$ cat src/rtl/map_pkg.sv
// Shared slot-type encodings, default frame geometry and scheduler state type for the sender mapper.
package map_pkg;

   typedef logic [1:0] slot_type_t;

   localparam slot_type_t SLOT_OH   = 2'b00;
   localparam slot_type_t SLOT_PYLD = 2'b01;
   localparam slot_type_t SLOT_PAD  = 2'b10;
   localparam slot_type_t SLOT_FILL = 2'b11;

   localparam int DEF_NUM_COLS   = 1041;
   localparam int DEF_OH_COLS    = 16;
   localparam int DEF_PAD_COLS   = 1;
   localparam int DEF_NUM_ROWS   = 4;
   localparam int DEF_COL_W      = 11;
   localparam int DEF_ROW_W      = 2;
   localparam int DEF_FILL_CNT_W = 16;

   typedef enum logic [1:0] {
      ST_IDLE  = 2'd0,
      ST_RUN   = 2'd1,
      ST_DRAIN = 2'd2
   } sched_state_t;

endpackage

$ cat src/rtl/map_slot_scheduler_if.sv
// Slot scheduler bus: FIFO status/retransmit inputs in, registered slot descriptor and payload pop out.
interface map_slot_scheduler_if
   import map_pkg::*;
#(
   parameter int COL_W = DEF_COL_W,
   parameter int ROW_W = DEF_ROW_W
);
   logic             i_pyld_data_valid;
   logic             i_line_fifo_ready;
   logic             i_tran_rec_fifo_ready;
   logic             i_line_retrans_req;
   logic             o_data_req;
   logic             o_slot_vld;
   slot_type_t       o_slot_type;
   logic [COL_W-1:0] o_col_cnt;
   logic [ROW_W-1:0] o_row_cnt;
   logic             o_sof;

   modport master (
      output i_pyld_data_valid, i_line_fifo_ready, i_tran_rec_fifo_ready, i_line_retrans_req,
      input  o_data_req, o_slot_vld, o_slot_type, o_col_cnt, o_row_cnt, o_sof
   );

   modport slave (
      input  i_pyld_data_valid, i_line_fifo_ready, i_tran_rec_fifo_ready, i_line_retrans_req,
      output o_data_req, o_slot_vld, o_slot_type, o_col_cnt, o_row_cnt, o_sof
   );
endinterface

$ cat src/rtl/frame_pos_counter.sv
// Row/column position counters for one frame; advance on adv, wrapping column then row.
// Zero latency: col/row/eof reflect the current position, the update lands on the next edge.
module frame_pos_counter #(
   parameter int NUM_COLS = 1041,
   parameter int NUM_ROWS = 4,
   parameter int COL_W    = 11,
   parameter int ROW_W    = 2
) (
   input  logic             i_clk,
   input  logic             i_rst,
   input  logic             adv,
   output logic [COL_W-1:0] col,
   output logic [ROW_W-1:0] row,
   output logic             eof
);
   localparam logic [COL_W-1:0] LAST_COL = COL_W'(NUM_COLS - 1);
   localparam logic [ROW_W-1:0] LAST_ROW = ROW_W'(NUM_ROWS - 1);

   logic eor;

   assign eor = (col == LAST_COL);
   assign eof = eor && (row == LAST_ROW);

   always_ff @(posedge i_clk) begin
      if (i_rst) begin
         col <= '0;
         row <= '0;
      end else if (adv) begin
         if (eor) begin
            col <= '0;
            row <= eof ? '0 : row + ROW_W'(1);
         end else begin
            col <= col + COL_W'(1);
         end
      end
   end
endmodule

$ cat src/rtl/map_slot_scheduler.sv
// Frame-slot scheduler: classifies each slot (OH/PYLD/PAD/FILL) and pops the payload FIFO, 1-cycle registered.
// Stalls (holds position) whenever a downstream FIFO is not ready or a retransmission is in progress.
module map_slot_scheduler
   import map_pkg::*;
#(
   parameter int NUM_COLS   = DEF_NUM_COLS,
   parameter int OH_COLS    = DEF_OH_COLS,
   parameter int PAD_COLS   = DEF_PAD_COLS,
   parameter int NUM_ROWS   = DEF_NUM_ROWS,
   parameter int COL_W      = DEF_COL_W,
   parameter int ROW_W      = DEF_ROW_W,
   parameter int FILL_CNT_W = DEF_FILL_CNT_W
) (
   input  logic                  i_clk,
   input  logic                  i_rst,
   input  logic                  i_en,
   map_slot_scheduler_if.slave   bus,
   output logic                  o_busy,
   output logic [FILL_CNT_W-1:0] o_fill_cnt
);
   if (OH_COLS + PAD_COLS >= NUM_COLS) begin : g_bad_geometry
      $fatal(1, "map_slot_scheduler: OH_COLS + PAD_COLS must be less than NUM_COLS");
   end

   localparam logic [COL_W-1:0] OH_END    = COL_W'(OH_COLS);
   localparam logic [COL_W-1:0] PAD_START = COL_W'(NUM_COLS - PAD_COLS);

   sched_state_t     state, state_nxt;
   logic             go;
   logic [COL_W-1:0] col;
   logic [ROW_W-1:0] row;
   logic             eof;
   slot_type_t       cls;

   assign go = bus.i_line_fifo_ready && bus.i_tran_rec_fifo_ready &&
               !bus.i_line_retrans_req && (state != ST_IDLE);
   assign o_busy = (state != ST_IDLE);

   frame_pos_counter #(
      .NUM_COLS (NUM_COLS),
      .NUM_ROWS (NUM_ROWS),
      .COL_W    (COL_W),
      .ROW_W    (ROW_W)
   ) u_pos (
      .i_clk (i_clk),
      .i_rst (i_rst),
      .adv   (go),
      .col   (col),
      .row   (row),
      .eof   (eof)
   );

   always_ff @(posedge i_clk) begin
      if (i_rst) state <= ST_IDLE;
      else       state <= state_nxt;
   end

   // Dropping i_en only arms DRAIN; IDLE is reached solely by consuming the last slot of a frame.
   always_comb begin
      state_nxt = state;
      case (state)
         ST_IDLE:  if (i_en) state_nxt = ST_RUN;
         ST_RUN:   if (!i_en) state_nxt = ST_DRAIN;
         ST_DRAIN: begin
            if (i_en)           state_nxt = ST_RUN;
            else if (go && eof) state_nxt = ST_IDLE;
         end
         default:  state_nxt = ST_IDLE;
      endcase
   end

   always_comb begin
      cls = SLOT_FILL;
      if (col < OH_END)                cls = SLOT_OH;
      else if (col >= PAD_START)       cls = SLOT_PAD;
      else if (bus.i_pyld_data_valid)  cls = SLOT_PYLD;
   end

   always_ff @(posedge i_clk) begin
      if (i_rst) begin
         bus.o_slot_vld  <= 1'b0;
         bus.o_data_req  <= 1'b0;
         bus.o_slot_type <= SLOT_OH;
         bus.o_col_cnt   <= '0;
         bus.o_row_cnt   <= '0;
         bus.o_sof       <= 1'b0;
         o_fill_cnt      <= '0;
      end else begin
         bus.o_slot_vld  <= go;
         bus.o_data_req  <= go && (cls == SLOT_PYLD);
         bus.o_slot_type <= go ? cls : SLOT_OH;
         bus.o_sof       <= go && (col == '0) && (row == '0);
         if (go) begin
            bus.o_col_cnt <= col;
            bus.o_row_cnt <= row;
         end
         if (go && (cls == SLOT_FILL) && !(&o_fill_cnt))
            o_fill_cnt <= o_fill_cnt + FILL_CNT_W'(1);
      end
   end
endmodule

$ cat src/flat_wrapper.sv
// flat-port wrapper written by rule: the top's interface ports become plain ports
module map_slot_scheduler_flat import map_pkg::*;
#(
   parameter int NUM_COLS   = DEF_NUM_COLS,
   parameter int OH_COLS    = DEF_OH_COLS,
   parameter int PAD_COLS   = DEF_PAD_COLS,
   parameter int NUM_ROWS   = DEF_NUM_ROWS,
   parameter int COL_W      = DEF_COL_W,
   parameter int ROW_W      = DEF_ROW_W,
   parameter int FILL_CNT_W = DEF_FILL_CNT_W
)
  (i_clk, i_rst, i_en, o_busy, o_fill_cnt, bus_i_pyld_data_valid, bus_i_line_fifo_ready, bus_i_tran_rec_fifo_ready, bus_i_line_retrans_req, bus_o_data_req, bus_o_slot_vld, bus_o_slot_type, bus_o_col_cnt, bus_o_row_cnt, bus_o_sof);
  map_slot_scheduler_if #(.COL_W(COL_W), .ROW_W(ROW_W)) bus_i ();
  input  logic i_clk;
  input  logic i_rst;
  input  logic i_en;
  output logic o_busy;
  output logic [FILL_CNT_W-1:0] o_fill_cnt;
  input wire logic [$bits(bus_i.i_pyld_data_valid)-1:0] bus_i_pyld_data_valid;
  input wire logic [$bits(bus_i.i_line_fifo_ready)-1:0] bus_i_line_fifo_ready;
  input wire logic [$bits(bus_i.i_tran_rec_fifo_ready)-1:0] bus_i_tran_rec_fifo_ready;
  input wire logic [$bits(bus_i.i_line_retrans_req)-1:0] bus_i_line_retrans_req;
  output wire logic [$bits(bus_i.o_data_req)-1:0] bus_o_data_req;
  output wire logic [$bits(bus_i.o_slot_vld)-1:0] bus_o_slot_vld;
  output wire logic [$bits(bus_i.o_slot_type)-1:0] bus_o_slot_type;
  output wire logic [$bits(bus_i.o_col_cnt)-1:0] bus_o_col_cnt;
  output wire logic [$bits(bus_i.o_row_cnt)-1:0] bus_o_row_cnt;
  output wire logic [$bits(bus_i.o_sof)-1:0] bus_o_sof;
  assign bus_i.i_pyld_data_valid = bus_i_pyld_data_valid;
  assign bus_i.i_line_fifo_ready = bus_i_line_fifo_ready;
  assign bus_i.i_tran_rec_fifo_ready = bus_i_tran_rec_fifo_ready;
  assign bus_i.i_line_retrans_req = bus_i_line_retrans_req;
  assign bus_o_data_req = bus_i.o_data_req;
  assign bus_o_slot_vld = bus_i.o_slot_vld;
  assign bus_o_slot_type = bus_i.o_slot_type;
  assign bus_o_col_cnt = bus_i.o_col_cnt;
  assign bus_o_row_cnt = bus_i.o_row_cnt;
  assign bus_o_sof = bus_i.o_sof;
  map_slot_scheduler #(.NUM_COLS(NUM_COLS), .OH_COLS(OH_COLS), .PAD_COLS(PAD_COLS), .NUM_ROWS(NUM_ROWS), .COL_W(COL_W), .ROW_W(ROW_W), .FILL_CNT_W(FILL_CNT_W)) u_core (.i_clk(i_clk), .i_rst(i_rst), .i_en(i_en), .bus(bus_i), .o_busy(o_busy), .o_fill_cnt(o_fill_cnt));
endmodule
$ cat config.mk
export PLATFORM = sky130hd
export DESIGN_NAME = map_slot_scheduler_flat
export DESIGN_NICKNAME = d
export VERILOG_FILES = /design/src/rtl/map_pkg.sv /design/src/rtl/map_slot_scheduler_if.sv /design/src/rtl/frame_pos_counter.sv /design/src/rtl/map_slot_scheduler.sv /design/src/flat_wrapper.sv
export SDC_FILE = /design/constraint.sdc
export NUM_CORES = 1
export LEC_CHECK = 0
export ABC_AREA = 1
export CORE_UTILIZATION = 51
export CTS_CLUSTER_DIAMETER = 120
export DETAILED_ROUTE_END_ITERATION = 16
export HOLD_SLACK_MARGIN = 0.08
export PLACE_DENSITY = 0.89
export SLEW_MARGIN = 25
export SYNTH_ARGS = -nofsm -noshare
export SYNTH_HDL_FRONTEND = slang
export SYNTH_SLANG_ARGS = --single-unit
$ cat constraint.sdc
create_clock -name i_clk -period 2.7 [get_ports i_clk]
set_clock_uncertainty 0.15 [all_clocks]
set_input_delay 0.405 -clock i_clk [delete_from_list [all_inputs] [get_ports i_clk]]
set_output_delay 0.405 -clock i_clk [all_outputs]
set_load 0.02 [all_outputs]
# After elaboration in Yosys (flattened, before gate mapping)
# Cells that the tools add are included.
# op_classes
add_sub_neg	3
multipliers	0
div	0
order_cmp	2
n_eq_ne	9
shift	0
n_mux	10
n_bitwise	1
n_reduce_logical	20
# op_table
op	count
$add 16x1->16 const B	1
$mux 2	8
$reduce_and 16->1	1
$add 11x1->11 const B	1
$eq 11x11->1 const B	1
$ge 11x11->1 const B	1
$logic_not 11->1	1
$lt 11x5->1 const B	1
$mux 11	1
$logic_and 1x1->1	10
$eq 2x2->1 const B	3
$pmux 2 s3	1
$eq 2x1->1 const B	2
$logic_not 2->1	2
$ne 2x2->1 const B	2
$ne 3x2->1 const B	1
$reduce_and 3->1	1
$add 2x1->2 const B	1
$logic_not 1->1	2
$reduce_and 2->1	1
$reduce_bool 2->1	1
$reduce_or 2->1	1
$not 1->1	1
# word_totals
regBits	49
latchBits	0
ramBits	0
rom_bits	0
in_bits	7
output_inout_bits	35
elab_cells	55
mem_count	0

# Depth between registers and ports, before layout
# logic_depth
depth_word	7
mapped_depth	10
ltp_nobuf	9

# By module
# From an unflattened synthesis, not the netlist that was laid out.
# hier_totals
hier_cells	359
area_unflattened_um2	2533.7
# modules_own_cells
module	instances	cells_each	area_per_inst_um2	seq_area_each_um2
map_slot_scheduler	1	251	1814.2	720.7
frame_pos_counter	1	108	719.4	260.2

# Worst setup path after synthesis
# Ideal clock, no wire load.
# synth_path
kind	register to register
from	register u_core.o_fill_cnt[0]
to	register u_core.o_fill_cnt[5]
setup_ps	132
arrival_ps	1541
slack_ps	877
path_stages_with_launch	10
n_path_buf	1
cell_sequence	dfxtp_1 ha_1 nand3_1 nor2_2 nand3_1 nor2_1 nor2_2 buf_4 nand2_1 a21oi_1
# synth_via
elab_chain_cells	3
# synth_lines
item	line	rtl
start: declaration	map_slot_scheduler.sv:19	output logic [FILL_CNT_W-1:0] o_fill_cnt
start signal: assignment	map_slot_scheduler.sv:98	o_fill_cnt <= o_fill_cnt + FILL_CNT_W'(1);
branches (longest 3 deep; another with $add 16x1->16)	--	
# Parallel ways; which one is timed is not known.
# A chain may end at the register's enable or synchronous reset.

# Worst setup path in the final report
# layout_path
from	input port bus_i_tran_rec_fifo_ready
to	register u_core.u_pos.col[10]
# layout_via
elab_chain_cells	3
# layout_lines
item	line	rtl
start: declaration	flat_wrapper.sv:21	input wire logic [$bits(bus_i.i_tran_rec_fifo_ready)-1:0] bus_i_tran_rec_fifo_ready;
$logic_and 1x1->1 (2 in series)	map_slot_scheduler.sv:35	assign go = bus.i_line_fifo_ready && bus.i_tran_rec_fifo_ready &&
$logic_and 1x1->1	map_slot_scheduler.sv:36	!bus.i_line_retrans_req && (state != ST_IDLE);
end signal: assignment	frame_pos_counter.sv:33	col <= col + COL_W'(1);
end: declaration	frame_pos_counter.sv:12	output logic [COL_W-1:0] col,
# Every way passes these cells.

==> run metrics <==
status=completed; dpl hpwl=~3700 um; root buf cell=clkbuf_8; vias post-DR=2249; final hold vios=0; Buf/Inv on CP=2; DR iter-0 viols=172; grt peak-use layer=met2; Via density=5.32; gr ovfl total=0; CTS buffer count=5; I/O pin count=42; top post-synthesis cells by area=dfxtp_1 42%, nand2_1 13%, nor2_1 7.1%; Final min period=2.09 ns; Final Cycle Share=0.776; Detailed Routing Iterations Pass 1=4; row count=24; Placed Instances=415; Clk Latency, worst-skew pair=0.30 ns; die area=4840 um^2; Critical Path AT=2.14 ns; syn_area_per_cell=7.07 um^2; met2 Use GR=0.396; post-route insts no fill=423; Hold WC Path Type=reg -> reg; Post-synth EDFFs=0; Clock Pin Slew Worst Setup and Hold Paths=0.08 ns; worst slew pin tran=roughly 0.48 ns; first-pass GRT wire length=8580 um; CTS tree=yes; fin nets=382; area of the mapped netlist=roughly 2300 um^2; max incr delay on CP=0.46 ns; CP Cell Sequence=clkdlybuf4s50_1, nand2_1, nor2_1, nand2_1, inv_2, nand3_1, nor2_1, nand3_1, nand2_1, nor2_1; Worst path top cell family by delay=simple AND/OR/NAND/NOR gates; # port buffers=41; Ys Warns=0; highest clock rate=0.478 GHz; fin. max-slew vios=0; Synthesized Nets=341; number of post-CTS setup repair buffers=0; detailed-route DRC error count=0; #FFs+latches synth=49; CORE AREA=4380 um^2; Worst setup SP type=primary input; antenna-violating nets left=0; Die W=69.6 um; routability cong.=0.815; CTS Buffer Depth=2; Synth top area share=0.422; n_diodes=0; Peak VDD IR=around 400 uV; slowest cell on the critical path=clkdlybuf4s50_1; number of global-route vias before repair=between 1500 and 2000; library cells used by synthesis=29; leading cell type in the layout, fill and taps excluded=nand2_1; Setup crit end kind=flip-flop; RSZ-0062 raised after global routing=no; top_reg_cell synth=dfxtp_1; drt wl/cell=roughly 12 um; fraction of layout cells with a size suffix above 1=0.0863; Levels on crit path=10; die height=69.6 um; Final setup viols=0; number of max-cap violations=0; cell count of the worst hold path=2; GR Util met1=0.256; final wirelength=5210 um; post_cts resized=0; Async S/R FF share, synth=0; critical path class=in -> reg; commonest non-fill, non-tap cells in the layout=79 x nand2_1, 49 x dfxtp_1, 44 x nor2_1, 41 x clkdlybuf4s50_1, 31 x a21oi_1; initial antenna violation count=0; H-tree depth=2; Area growth syn-to-layout=24.0%; initial core utilization=0.531; final hold slack=0.319 ns; r2r worst-path depth=9; P_leak=1.08 nW; largest area contributor in the netlist=dfxtp_1; sequential-to-total area share from yosys stat=0.422; hold_buf cts=0; fin util=0.658; met3 GRT Util=0.0509; Power Density=462 nW/um^2; Final TNS setup=0 ns; Critical Path RT=approximately 2.8 ns; CP Max Fanout=17; largest net degree at the start of global routing=23; Slew headroom=0.678; Tot GR Track Use=0.222; Mapped Cells=329; Clock Sinks=49
[cells in the mapped netlist, types with 2 or more instances]
library cell  instances
nor2_1               44
nand4_1              10
nor2_2                6
xor2_1                4
inv_2                10
a21oi_1              31
buf_2                 2
nor3b_1               2
dfxtp_1              49
o21ai_0               7
nand3_1              19
inv_1                23
nand2_1              79
nand2_2               3
clkbuf_1              4
ha_1                  5
o21ai_1              10
nor3_1                5
xnor2_1               6
[cell families (layout without fill, tap and decap cells)]
| kind of cell | count (synthesis) | in the layout | share of synthesized area |
|---|---|---|---|
| AO/OA/AOI/OAI | 50 | 50 | 0.113 |
| adder cells (fa/ha/maj) | 5 | 5 | 0.0269 |
| buffers and inverters | 42 | 84 | 0.0737 |
| flip-flops | 49 | 49 | 0.422 |
| XOR/XNOR | 10 | 10 | 0.0376 |
| AND/OR/NAND/NOR | 173 | 173 | 0.327 |
[power by group]
part	internal (W)	total, W	switching [W]
Clock	0.000302	0.000540	0.000238
Sequential	0.000729	0.000733	0.00000386
Combinational	0.0000265	0.0000614	0.0000349
[layer usage]
metal  wire length [um]  part of all wire
met4                 72             0.014
met1               2190              0.42
met3                248             0.048
met5                  0                 0
met2               2700              0.52
[flip-flops by register name (all words and copies together), names as in the netlist]
signal and cells:
u_core.o_fill_cnt 16, u_core.bus.o_sof 1, u_core.u_pos.row 2, u_core.bus.o_slot_type 2, u_core.u_pos.col 11, u_core.state 2, u_core.bus.o_col_cnt 11, u_core.bus.o_row_cnt 2
u_core.bus.o_slot_vld 1, u_core.bus.o_data_req 1
[worst reg2reg max path, stage by stage (launching register included)]
cell and delay (ns):
dfxtp_1 0.45, ha_1 0.26, nand2_1 0.08, inv_2 0.07, nand2_1 0.08, nor2_2 0.17
nand2_2 0.10, nand3_2 0.25, nand2_1 0.08, a21oi_1 0.16
[final timing paths]
path / endpoint / slack (ns) / from
hold / removal: u_core.bus.o_col_cnt[0] / 0.32 / u_core.bus.o_col_cnt[0]
setup reg to reg: u_core.o_fill_cnt[5] / 0.78 / u_core.o_fill_cnt[0]
hold reg to reg: u_core.bus.o_col_cnt[0] / 0.32 / u_core.bus.o_col_cnt[0]
setup / recovery: u_core.u_pos.col[10] / 0.61 / bus_i_tran_rec_fifo_ready
[stage by stage]
stage	setup WS, ns	cell area, um^2	total power, W
CTS	0.616	2890	0.00134
floorplan	0.877	2330	0.000782
detailed placement	0.307	2770	0.000811
global route	0.350	2890	0.00138
finish	0.606	2890	0.00133
global placement	0.438	2770	0.000810
[cell type report]
cell class	count	area, um^2
Sequential cell	49	981
Multi-Input combinational cell	238	1170
Inverter	33	124
Clock inverter	1	30.0
Timing Repair Buffer	43	425
Clock buffer	7	86.3
Fill cell	388	1500
Tap cell	52	65.1
Note: power is estimated with default switching activity, not from simulation.
